File: src/rtl/uart_tx_arbiter.sv
// uart_tx_arbiter: shares one UART TX line between NUM_REQ byte-stream requesters.
// Round-robin grant at line granularity. The owner keeps the line until LF, MAX_LINE
// bytes, or LOCK_TIMEOUT idle cycles. The serializer sends 8N1 frames, LSB first.
// Optional feature: define UART_TX_ARBITER_PARITY_EN to add an even-parity bit.
module uart_tx_arbiter #(
  parameter int unsigned NUM_REQ      = 4,
  parameter int unsigned CLKS_PER_BIT = 434,
  parameter int unsigned MAX_LINE     = 254,
  parameter int unsigned LOCK_TIMEOUT = 4096
) (
  input  logic                       clk_i,
  input  logic                       rst_i,
  input  logic [NUM_REQ-1:0]         req_valid_i,
  input  logic [NUM_REQ*8-1:0]       req_data_i,
  output logic [NUM_REQ-1:0]         req_ready_o,
  output logic                       tx_o,
  output logic                       busy_o,
  output logic [$clog2(NUM_REQ)-1:0] owner_o,
  output logic                       locked_o
);

  localparam int unsigned IdxW  = $clog2(NUM_REQ);
  localparam int unsigned BaudW = $clog2(CLKS_PER_BIT);
  localparam int unsigned ToW   = $clog2(LOCK_TIMEOUT + 1);

  localparam logic [BaudW-1:0] BaudLast  = BaudW'(CLKS_PER_BIT - 1);
  localparam logic [ToW-1:0]   ToLimit   = ToW'(LOCK_TIMEOUT);
  localparam logic [7:0]       LineLimit = 8'(MAX_LINE);

  typedef enum logic {ArbIdle, ArbLocked} arb_state_e;

`ifdef UART_TX_ARBITER_PARITY_EN
  typedef enum logic [2:0] {SIdle, SStart, SData, SParity, SStop} ser_state_e;
`else
  typedef enum logic [2:0] {SIdle, SStart, SData, SStop} ser_state_e;
`endif

  arb_state_e        r_arb_state;
  logic [IdxW-1:0]   r_owner;
  logic [7:0]        r_line_cnt;
  logic [ToW-1:0]    r_to_cnt;
  ser_state_e        r_ser_state;
  logic [BaudW-1:0]  r_baud_cnt;
  logic [2:0]        r_bit_idx;
  logic [7:0]        r_shift;
  logic              r_tx;
`ifdef UART_TX_ARBITER_PARITY_EN
  logic              r_parity;
`endif

  logic              w_locked;
  logic              w_ser_idle;
  logic              w_to_hit;
  logic              w_owner_valid;
  logic [7:0]        w_owner_data;
  logic              w_ready_own;
  logic              w_accept;
  logic [7:0]        w_line_next;
  logic              w_grant_found;
  logic [IdxW-1:0]   w_grant_idx;

  assign w_locked    = (r_arb_state == ArbLocked);
  assign w_ser_idle  = (r_ser_state == SIdle);
  assign w_to_hit    = (r_to_cnt == ToLimit);
  // A timeout pending this cycle blocks the accept so the release wins.
  assign w_ready_own = w_locked & w_ser_idle & ~w_to_hit;
  assign w_accept    = w_ready_own & w_owner_valid;
  assign w_line_next = r_line_cnt + 8'd1;

  // Select the owner's valid/data and fan the ready out to the owner only.
  always_comb begin
    w_owner_valid = 1'b0;
    w_owner_data  = 8'h00;
    req_ready_o   = '0;
    for (int k = 0; k < int'(NUM_REQ); k++) begin
      if (IdxW'(k) == r_owner) begin
        w_owner_valid  = req_valid_i[k];
        w_owner_data   = req_data_i[k*8 +: 8];
        req_ready_o[k] = w_ready_own;
      end
    end
  end

  // Round-robin search starting one past the last owner; the last owner is checked last.
  always_comb begin : p_grant
    int unsigned     idx;
    logic [IdxW-1:0] idx_c;
    idx           = 0;
    idx_c         = '0;
    w_grant_found = 1'b0;
    w_grant_idx   = r_owner;
    for (int i = 1; i <= int'(NUM_REQ); i++) begin
      idx   = (int'(r_owner) + i) % NUM_REQ;
      idx_c = IdxW'(idx);
      if (!w_grant_found && req_valid_i[idx_c]) begin
        w_grant_found = 1'b1;
        w_grant_idx   = idx_c;
      end
    end
  end

  // Arbiter FSM: grant in idle, hold the line until LF, line limit or timeout.
  always_ff @(posedge clk_i) begin
    if (rst_i) begin
      r_arb_state <= ArbIdle;
      r_owner     <= IdxW'(NUM_REQ - 1);
      r_line_cnt  <= '0;
      r_to_cnt    <= '0;
    end else begin
      unique case (r_arb_state)
        ArbIdle: begin
          if (w_grant_found) begin
            r_owner     <= w_grant_idx;
            r_arb_state <= ArbLocked;
            r_line_cnt  <= '0;
            r_to_cnt    <= '0;
          end
        end
        ArbLocked: begin
          if (w_to_hit) begin
            r_arb_state <= ArbIdle;
          end else if (w_accept) begin
            r_line_cnt <= w_line_next;
            r_to_cnt   <= '0;
            if (w_owner_data == 8'h0A || w_line_next == LineLimit) begin
              r_arb_state <= ArbIdle;
            end
          end else if (w_ser_idle && !w_owner_valid) begin
            r_to_cnt <= r_to_cnt + ToW'(1);
          end
        end
        default: r_arb_state <= ArbIdle;
      endcase
    end
  end

  // Serializer FSM: each non-idle state lasts CLKS_PER_BIT cycles; tx is registered.
  always_ff @(posedge clk_i) begin
    if (rst_i) begin
      r_ser_state <= SIdle;
      r_baud_cnt  <= '0;
      r_bit_idx   <= '0;
      r_shift     <= '0;
      r_tx        <= 1'b1;
`ifdef UART_TX_ARBITER_PARITY_EN
      r_parity    <= 1'b0;
`endif
    end else begin
      unique case (r_ser_state)
        SIdle: begin
          r_tx <= 1'b1;
          if (w_accept) begin
            r_shift     <= w_owner_data;
            r_ser_state <= SStart;
            r_baud_cnt  <= '0;
            r_tx        <= 1'b0;
`ifdef UART_TX_ARBITER_PARITY_EN
            r_parity    <= ^w_owner_data;
`endif
          end
        end
        SStart: begin
          if (r_baud_cnt == BaudLast) begin
            r_baud_cnt  <= '0;
            r_bit_idx   <= '0;
            r_ser_state <= SData;
            r_tx        <= r_shift[0];
          end else begin
            r_baud_cnt <= r_baud_cnt + BaudW'(1);
          end
        end
        SData: begin
          if (r_baud_cnt == BaudLast) begin
            r_baud_cnt <= '0;
            if (r_bit_idx == 3'd7) begin
`ifdef UART_TX_ARBITER_PARITY_EN
              r_ser_state <= SParity;
              r_tx        <= r_parity;
`else
              r_ser_state <= SStop;
              r_tx        <= 1'b1;
`endif
            end else begin
              r_bit_idx <= r_bit_idx + 3'd1;
              r_shift   <= r_shift >> 1;
              r_tx      <= r_shift[1];
            end
          end else begin
            r_baud_cnt <= r_baud_cnt + BaudW'(1);
          end
        end
`ifdef UART_TX_ARBITER_PARITY_EN
        SParity: begin
          if (r_baud_cnt == BaudLast) begin
            r_baud_cnt  <= '0;
            r_ser_state <= SStop;
            r_tx        <= 1'b1;
          end else begin
            r_baud_cnt <= r_baud_cnt + BaudW'(1);
          end
        end
`endif
        SStop: begin
          r_tx <= 1'b1;
          if (r_baud_cnt == BaudLast) begin
            r_baud_cnt  <= '0;
            r_ser_state <= SIdle;
          end else begin
            r_baud_cnt <= r_baud_cnt + BaudW'(1);
          end
        end
        default: r_ser_state <= SIdle;
      endcase
    end
  end

  assign tx_o     = r_tx;
  assign busy_o   = ~w_ser_idle;
  assign owner_o  = r_owner;
  assign locked_o = w_locked;

endmodule

File: config.mk
export PLATFORM = sky130hd
export DESIGN_NAME = uart_tx_arbiter
export DESIGN_NICKNAME = d
export VERILOG_FILES = /design/src/rtl/uart_tx_arbiter.sv
export SDC_FILE = /design/constraint.sdc
export NUM_CORES = 1
export LEC_CHECK = 0
export ABC_AREA = 0
export CORE_MARGIN = 1.5
export CORE_UTILIZATION = 59
export CTS_BUF_LIST = sky130_fd_sc_hd__clkbuf_16
export DETAILED_ROUTE_END_ITERATION = 8
export GPL_ROUTABILITY_DRIVEN = 0
export MAX_ROUTING_LAYER = met4
export PLACE_DENSITY_LB_ADDON = 0.15
export SLEW_MARGIN = 10
export SYNTH_ARGS = -nofsm -noshare
export SYNTH_HDL_FRONTEND = slang
export SYNTH_SLANG_ARGS = --single-unit
File: constraint.sdc
create_clock -name clk_i -period 4.4 [get_ports clk_i]
set_input_delay 0.66 -clock clk_i [delete_from_list [all_inputs] [get_ports clk_i]]
set_output_delay 0.66 -clock clk_i [all_outputs]
set_load 0.02 [all_outputs]
==> results.cfg <==
[timing]
clock-skew-final_ns = 0.00587
fin_tns_setup_ns = 0
final_max_slew_viol_count = 0
timing.final.crit_period_ns = 3.35
fin_crit_sh_pct = 76.2
fmax_mhz = 298
rsz0062_at_grt = false
tightestPinTransition_ns = 0.768
setup_viol = 0
slew_headroom_pct = 48.8
finalHoldViolations = 0

[clock_tree]
post_cts_resize_count = 0
postCtsHoldBufs = 0
cts-htree-levels = 2
cts_setup_buffers = 0
clk_path_buf_depth = 2
cts.sinks = 47
insertion_delay_ns = 0.29
cts_made_buffers = 5
ctsRootBufferMaster = clkbuf_16
cts_tree = built
path_clk_slew_ns = 0.06

[cells_and_area]
final_cells = 490
stdcell_area_mm2 = 0.00378
synthToLayoutAreaGrowth_pct = 20.8
layout-drive-gt1-share_pct = 5.95
n_fill_cell = 406
diodes = 0
final_nets = 475

[detailed_routing]
vias_per_cell = 6.33
wl_um = 7630
ant_nets = 0
dr.pass1.iters = 5
drc = 0
post_drt_wl_per_cell_um = 15.6
drt_iter0_drc = 232
vias = 3104

[setup_path]
path_max_fanout = 10
cp.required_ns = 3.74
end_kind = output port
worstSetupPathType = flop to output port
crit_arrival_ns = 2.69
cp-start-kind = flop
r2r_setup_slack_ns = 1.54

[yosys]
netlist.area_leader.share_pct = 30.0
synth-seq-cells = 47
synth_common_cells = dfxtp_1 (47), nor2_1 (27), a21oi_1 (26), nand2_1 (26), o21ai_1 (22)
syn_inst = 382
synth_ff_type = dfxtp_1
ys.warnings.count = 0
synth_edf_count = 0
synth.most_common_cell = dfxtp_1
synth-async-reset-ratio_pct = 0
synth_cell_types = 61
syn_area_mm2 = 0.00313
yosysTopAreaCell = dfxtp_1
syn_area_per_cell_um2 = 8.20
synth_nets = 437
yosys-top-cells-area = dfxtp_1 (30%), ha_1 (6.8%), a21oi_1 (4.2%)
yosysSeqAreaShare_pct = 30.0

[outcome]
status = completed

[floorplanning]
fp.dieW_um = 75.9
die_area_mm2 = 0.00575
initial_utilization_pct = 61.3
rows = 26
core_area_mm2 = 0.00511
io_pins = 47
fp.dieH_um = 75.9

[placement]
dpl.hpwl_um = 5570
dp_cells = 483
numPortBuffers = 46
place_area_mm2 = 0.00362

[global_routing]
grt_pass1_wl_um = 12400
antenna_found_initial = 0
first_global_vias = 2701
grt_use_total_pct = 28.9
grt_max_degree = 33
gr-total-overflow = 0

[min_path]
holdCritPathClass = flop to flop

[flow_run]
max_cap_violations = 0

[power_and_ir_drop]
pwr_density_cell_mw_per_mm2 = 652
leakage_nw = 1.41
peakVddDrop_mv = 0.398
==> cells by family (layout without fill, tap and decap cells) <==
logic type	Yosys count	after routing	share of synthesized area (%)
buf+inv	35	73	4.31
simple gates	142	142	25.3
xor+xnor	3	3	0.839
compound gates	127	127	28.0
mux	11	11	4.71
flops	47	47	30.0
fa+ha+maj	17	17	6.79
==> critical path, cell delays in order (launching register included) <==
cell	delay, ns
dfxtp_1	0.33
inv_1	0.12
ha_1	0.35
inv_2	0.16
a311oi_2	0.62
and2_1	0.22
clkdlybuf4s50_1	0.60
==> report_power, final <==
part	switching, W	internal (W)
registers	0.0000783	0.000495
logic	0.000893	0.000585
clock network	0.000154	0.000263
==> registers in the layout (all words and copies together), names as in the netlist, 2 cells and up <==
signal       flops
r_line_cnt       8
r_shift          8
r_to_cnt        13
r_bit_idx        3
r_ser_state      2
r_baud_cnt       9
owner_o          2
==> cells in the final DEF, fill, tap and decap left out, types with 2 or more instances in the layout <==
cell             instances
a211oi_1                 9
a21boi_0                 3
a21o_1                   9
a21oi_1                 26
a221o_1                  2
a221oi_1                 6
a311oi_1                 2
a311oi_2                 2
a31oi_1                 12
and2_1                   6
and3_1                   9
clkbuf_16                5
clkdlybuf4s50_1         46
dfxtp_1                 47
ha_1                    17
inv_1                   18
mux2i_1                  8
mux4_2                   3
nand2_1                 26
nand2b_1                 3
nand3_1                 14
nand3b_1                 6
nand4_1                  2
nor2_1                  27
nor2b_1                  5
nor3_1                  12
nor3b_1                  6
nor4_1                   5
nor4b_2                  2
o211ai_1                 4
o21ai_0                  4
o21ai_1                 22
o22a_1                   2
o22ai_1                  9
o31ai_1                  4
or2_2                    2
or3_1                    8
xnor2_1                  3
==> stage by stage <==
step	utilization (%)	hold WS [ns]	total power [W]	worst slack, ns
after floorplan	-	0.429	0.00169	1.75
after global placement	70.9	0.446	0.00200	1.45
after detailed placement	70.9	0.448	0.00203	1.37
after CTS	74.1	0.455	0.00246	1.05
after global routing	74.1	0.497	0.00265	0.869
final	74.1	0.462	0.00247	1.05
==> layout make-up <==
type / count / area, um^2 / area share, %
clock buffers: 5 / 125 / 3.31
clock inverters: 2 / 33.8 / 0.893
inverters: 19 / 71.3 / 1.89
multi-input cells: 300 / 2060 / 54.3
flip-flops and latches: 47 / 941 / 24.9
well taps: 70 / 87.6 / 2.32
repair buffers: 47 / 468 / 12.4
==> metal layers <==
metal	part of all wire (%)	global-route usage [%]
met3	5.8	3.97
met1	44	37.2
met5	0	-
met4	2.0	10.9
met2	48	45.8
==> path summary, 6_finish.rpt <==
kind	from	cells after the start	endpoint
setup / recovery	r_ser_state[0]	6	req_ready_o[1]
hold / removal	r_shift[7]	2	r_shift[7]
setup reg to reg	owner_o[0]	6	r_shift[3]
hold reg to reg	r_shift[7]	2	r_shift[7]
Power figures use the tool's default switching activity.
